[src/rtl/pe_pkg.sv]
// pe_pkg: shared widths and feeder FSM encoding
package pe_pkg;
  localparam int CELL_BIT = 8;
  localparam int N_CELL = 9;
  localparam int MAX_W = 32;
  typedef enum logic [1:0] {IDLE, ACTIVE, DONE} state_t;
endpackage

[src/rtl/pe_line_buf.sv]
// pe_line_buf: one image line of pixels, read-before-write at a shared address
module pe_line_buf #(
  parameter int DEPTH = 32,
  parameter int WIDTH = 8,
  localparam int AW = $clog2(DEPTH)
) (
  input  logic             clk,
  input  logic             we,
  input  logic [AW-1:0]    addr,
  input  logic [WIDTH-1:0] wdata,
  output logic [WIDTH-1:0] rdata
);
  logic [WIDTH-1:0] mem [DEPTH];
  assign rdata = mem[addr];
  // contents are never cleared; stale data is masked by the feeder's row/col gating
  always_ff @(posedge clk)
    if (we) mem[addr] <= wdata;
endmodule

[src/rtl/pe_window_feeder.sv]
// pe_window_feeder: turns a raster pixel stream into valid 3x3 convolution windows
module pe_window_feeder
  import pe_pkg::*;
#(
  parameter int CELL_BIT = pe_pkg::CELL_BIT,
  parameter int MAX_W = pe_pkg::MAX_W,
  parameter int CNT_W = 6
) (
  input  logic                       clk,
  input  logic                       reset,
  input  logic                       start,
  input  logic [CNT_W-1:0]           cfg_width,
  input  logic [CNT_W-1:0]           cfg_height,
  input  logic [CELL_BIT-1:0]        pix_in,
  input  logic                       pix_valid,
  output logic                       pix_ready,
  output logic [N_CELL*CELL_BIT-1:0] win,
  output logic                       win_en,
  output logic                       win_last,
  output logic                       done,
  output logic                       err
);
  localparam int AW = $clog2(MAX_W);
  state_t state, nxt;
  logic [CNT_W-1:0] col, row, w, h;
  logic [N_CELL*CELL_BIT-1:0] sh, shifted;
  logic [CELL_BIT-1:0] lb0_q, lb1_q;
  logic acc, legal, col_end, last_px, inner;
  assign pix_ready = state == ACTIVE;
  assign acc = pix_valid && pix_ready;
  assign legal = cfg_width >= CNT_W'(3) && cfg_width <= CNT_W'(MAX_W) && cfg_height >= CNT_W'(3);
  assign col_end = col == w - CNT_W'(1);
  assign last_px = col_end && row == h - CNT_W'(1);
  assign inner = row >= CNT_W'(2) && col >= CNT_W'(2);
  pe_line_buf #(.DEPTH(MAX_W), .WIDTH(CELL_BIT)) u_lb0 (
    .clk(clk), .we(acc), .addr(col[AW-1:0]), .wdata(pix_in), .rdata(lb0_q)
  );
  pe_line_buf #(.DEPTH(MAX_W), .WIDTH(CELL_BIT)) u_lb1 (
    .clk(clk), .we(acc), .addr(col[AW-1:0]), .wdata(lb0_q), .rdata(lb1_q)
  );
  // window shifted one column left with the incoming column on the right
  always_comb begin
    shifted = sh;
    for (int r = 0; r < 3; r++) begin
      shifted[CELL_BIT*(3*r)+:CELL_BIT] = sh[CELL_BIT*(3*r+1)+:CELL_BIT];
      shifted[CELL_BIT*(3*r+1)+:CELL_BIT] = sh[CELL_BIT*(3*r+2)+:CELL_BIT];
    end
    shifted[CELL_BIT*2+:CELL_BIT] = lb1_q;
    shifted[CELL_BIT*5+:CELL_BIT] = lb0_q;
    shifted[CELL_BIT*8+:CELL_BIT] = pix_in;
  end
  // frame sequencing: idle until a legal start, active until the last pixel, one done cycle
  always_comb begin
    nxt = state;
    case (state)
      IDLE:    nxt = start && legal ? ACTIVE : IDLE;
      ACTIVE:  nxt = acc && last_px ? DONE : ACTIVE;
      default: nxt = IDLE;
    endcase
  end
  // state, counters, window shift register and registered outputs
  always_ff @(posedge clk)
    if (!reset) begin
      state <= IDLE;
      col <= '0;
      row <= '0;
      w <= '0;
      h <= '0;
      sh <= '0;
      win <= '0;
      win_en <= 1'b0;
      win_last <= 1'b0;
      done <= 1'b0;
      err <= 1'b0;
    end else begin
      state <= nxt;
      win_en <= acc && inner;
      win_last <= acc && last_px;
      done <= state == DONE;
      err <= state == IDLE && start && !legal;
      if (state == IDLE && start && legal) begin
        w <= cfg_width;
        h <= cfg_height;
        col <= '0;
        row <= '0;
      end
      if (acc) begin
        sh <= shifted;
        col <= col_end ? '0 : col + CNT_W'(1);
        row <= col_end ? row + CNT_W'(1) : row;
        if (inner) win <= shifted;
      end
    end
endmodule

[config.mk]
export PLATFORM = sky130hd
export DESIGN_NAME = pe_window_feeder
export DESIGN_NICKNAME = d
export VERILOG_FILES = /design/src/rtl/pe_pkg.sv /design/src/rtl/pe_line_buf.sv /design/src/rtl/pe_window_feeder.sv
export SDC_FILE = /design/constraint.sdc
export NUM_CORES = 1
export LEC_CHECK = 0
export ABC_AREA = 1
export BUFFER_PORTS_ARGS = -buffer_cell sky130_fd_sc_hd__buf_2
export CORE_MARGIN = 8
export CORE_UTILIZATION = 56
export DETAILED_ROUTE_END_ITERATION = 8
export PLACE_DENSITY = 0.77
export SETUP_SLACK_MARGIN = 0.4
export SLEW_MARGIN = 20
export SYNTH_ARGS = -nofsm -noshare
export SYNTH_HDL_FRONTEND = slang
export SYNTH_SLANG_ARGS = --single-unit
[constraint.sdc]
create_clock -name clk -period 4.05 [get_ports clk]
set_input_delay 0.2025 -clock clk [delete_from_list [all_inputs] [get_ports clk]]
set_output_delay 0.2025 -clock clk [all_outputs]
set_load 0.05 [all_outputs]
==> results.sh <==
export IMPL_first_global_vias=19000
export IMPL_swShare=0.215
export IMPL_synthFlopType="edfxtp_1"
export IMPL_internal_power_uw=11000
export IMPL_insertion_delay_ns=0.60
export IMPL_dp_hpwl_um=39600
export IMPL_io_pins=101
export IMPL_syn_to_final_growth_pct=11.5
export IMPL_h_tree_depth=3
export IMPL_num_antenna_cells=0
export IMPL_antenna_left=0
export IMPL_place_ws_ns=1.00
export IMPL_status="finished, final reports clean"
export IMPL_antenna_found_initial=0
export IMPL_cp_top_family="buffers and inverters"
export IMPL_power_switching_uw=3020
export IMPL_clock_power_share=0.426
export IMPL_cts_sinks=667
export IMPL_path_cells="inv_6, buf_12, nand2_1, nand3_1, nand3_1, nand2_1, a21oi_1, o21ai_1, o21ai_2, inv_1"
export IMPL_slew_headroom=0.304
export IMPL_synth_cell_types=37
export IMPL_postLayoutCoreUtil=0.628
export IMPL_period_minus_slack_ns=3.13
export IMPL_via_count=19300
export IMPL_drtIter0Drc=2496
export IMPL_setup_tns_ns=0
export IMPL_wire_per_inst_um=22.0
export IMPL_port_buffers=100
export IMPL_drt_total_wl_um=70700
export IMPL_fin_crit_sh=0.773
export IMPL_setup_ws_ns=0.919
export IMPL_nNetsFinal=2579
export IMPL_vdd_ir_drop_max_mv=0.293
export IMPL_syn_area_um2=26700
export IMPL_via_per_inst=6.01
export IMPL_powerDensity_nw_per_um2=471
export IMPL_synth_cells=2464
export IMPL_worst_ep_arrival_time_ns=3.38
export IMPL_report_final_setup_viol=0
export IMPL_grt_overflow_total=0
export IMPL_maxCapViolations=0
export IMPL_die_area_um2=54900
export IMPL_die_w_um=234
export IMPL_cts_tree="built"
export IMPL_cts_post_setup_buffers_inserted=0
export IMPL_crit_buf_inv=3
export IMPL_rows=80
export IMPL_worstPathRequired_ns=4.30
export IMPL_end_kind="flip-flop"
export IMPL_hold_ws_ns=0.0724
export IMPL_min_path_type="in -> reg"
export IMPL_comb_power_share=0.043
export IMPL_worst_pin_slew_ns=1.04
export IMPL_drive_gt1_frac=0.107
export IMPL_mostFrequentLayoutCells="679 x nand2_1, 512 x edfxtp_1, 271 x nand3_1"
export IMPL_finClkSkew_ns=0.0238
export IMPL_async_flop_share=0
export IMPL_holdBufCountCts=12
export IMPL_place_gp_congestion=0.839
export IMPL_slowest_delay_ns=0.72
export IMPL_drt_pass1_iter_count=6
export IMPL_grt_pass1_wl_um=107000
export IMPL_clk_pin_slew_ns=0.06
export IMPL_hold_viol_final=0
export IMPL_synth_seq_cells=667
export IMPL_fmax_mhz=319
export IMPL_layout_commonest_cell="nand2_1"
export IMPL_critical_path_slowest_cell="inv_1"
export IMPL_seq_area_frac_synth=0.692
export IMPL_start_kind="flip-flop"
export IMPL_critical_path_class="reg -> reg"
export IMPL_seqCellArea_um2=18500
export IMPL_path_max_fanout=116
export IMPL_fp_dieH_um=234
export IMPL_clock_path_buffers=3
export IMPL_seqPwrFrac=0.531
export IMPL_cts_resized=0
export IMPL_avgSynthCellArea_um2=10.8
export IMPL_numCtsBuffers=67
export IMPL_rsz0062_at_grt="false"
export IMPL_grt_usage=0.256
export IMPL_synth_edf_count=512
export IMPL_p_leak_uw=0.0110
export IMPL_grt_max_degree=194
export IMPL_synthesis_nets=2496
export IMPL_multi_input_area_um2=7060
export IMPL_floorplan_initialDensity=0.564
export IMPL_yosys_warnings=0
export IMPL_slew_violations=0
export IMPL_cts_root_buf="clkbuf_16"
export IMPL_fillCellCount=3525
export IMPL_route_detailed_drc=0
export IMPL_coreArea_um2=47300
-- layer usage --
layer / routed length, um / track usage / vias to the layer above
li1: - / - / 8682
met1: 26400 / 0.330 / 9271
met2: 33900 / 0.411 / 1150
met3: 6970 / 0.0518 / 217
met4: 3440 / 0.131 / 0
met5: 0 / 0 / -
-- synthesized netlist by cell type (5+ instances only) --
library cell / number / share of area
buf_2: 56 / 0.011
edfxtp_1: 512 / 0.58
nand3_1: 271 / 0.051
o211ai_1: 19 / 0.0053
dfxtp_1: 155 / 0.12
nor2_1: 207 / 0.029
o21ai_1: 9 / 0.0017
buf_6: 21 / 0.0089
buf_1: 6 / 0.00084
clkbuf_1: 45 / 0.0063
nand2_1: 679 / 0.096
xnor2_1: 5 / 0.0016
o21ai_0: 162 / 0.030
inv_1: 47 / 0.0066
a21oi_1: 172 / 0.032
o31ai_1: 16 / 0.0045
nor3_1: 6 / 0.0011
xor2_1: 6 / 0.0020
inv_2: 7 / 0.00098
buf_4: 26 / 0.0073
ha_1: 8 / 0.0038
-- power groups by stage --
stage                     clock network [uW]  logic (uW)  registers [uW]
after global placement                     0         560            7580
after global routing                    6250         673            7430
final                                   5960         609            7430
after detailed placement                   0         582            7580
after CTS                               5990         596            7430
after floorplan                            0         407            7570
-- path summary, 6_finish.rpt --
kind / cells past startpoint / slack (ns) / to / startpoint
max reg2reg: 10 / 0.92 / u_lb1.mem[0][1]$_DFFE_PP_ / flip-flop
min reg2reg: 1 / 0.44 / done$_SDFF_PN0_ / state[0]$_SDFF_PN0_
max: 10 / 0.92 / u_lb1.mem[0][1]$_DFFE_PP_ / flip-flop
min: 3 / 0.07 / w[1]$_SDFFE_PN0P_ / cfg_width[1]
-- flip-flops by register name, indices dropped and copies added (netlist names), 2 cells and up, named ones only --
| signal | count |
|---|---|
| u_lb0.mem | 256 |
| u_lb1.mem | 256 |
| win | 72 |
| sh | 48 |
| col | 6 |
| h | 6 |
| row | 6 |
| w | 6 |
| state | 2 |
-- area by class of cell --
type                            instances  share of cell area
Sequential cell                       667               0.621
Multi-Input combinational cell       1583               0.237
Inverter                               59             0.00782
Tap cell                              615              0.0259
Timing Repair Buffer                  169              0.0369
Clock inverter                         26             0.00803
Clock buffer                           96              0.0627
-- metrics by stage --
step / total power (uW) / area (um2) / std cells
after floorplan: 7980 / 26700 / 2464
after global placement: 8140 / 27500 / 3081
final: 14000 / 29800 / 3215
after detailed placement: 8160 / 27500 / 3081
after CTS: 14000 / 29800 / 3215
after global routing: 14400 / 29800 / 3215
-- worst register-to-register path, cell delays in order (launching register included) --
cell and delay [ns]:
dfxtp_4 0.36, inv_6 0.61, buf_12 0.42, nand2_1 0.08
nand3_1 0.07, nand3_1 0.08, nand2_1 0.11, a21oi_1 0.07
o21ai_1 0.15, o21ai_2 0.10, inv_1 0.72
-- logic make-up after synthesis --
family,synth area share
flops,0.692
xor+xnor,0.00361
simple gates,0.180
fa+ha+maj,0.00375
compound gates,0.0768
buf+inv,0.0430
Power figures use the tool's default switching activity.
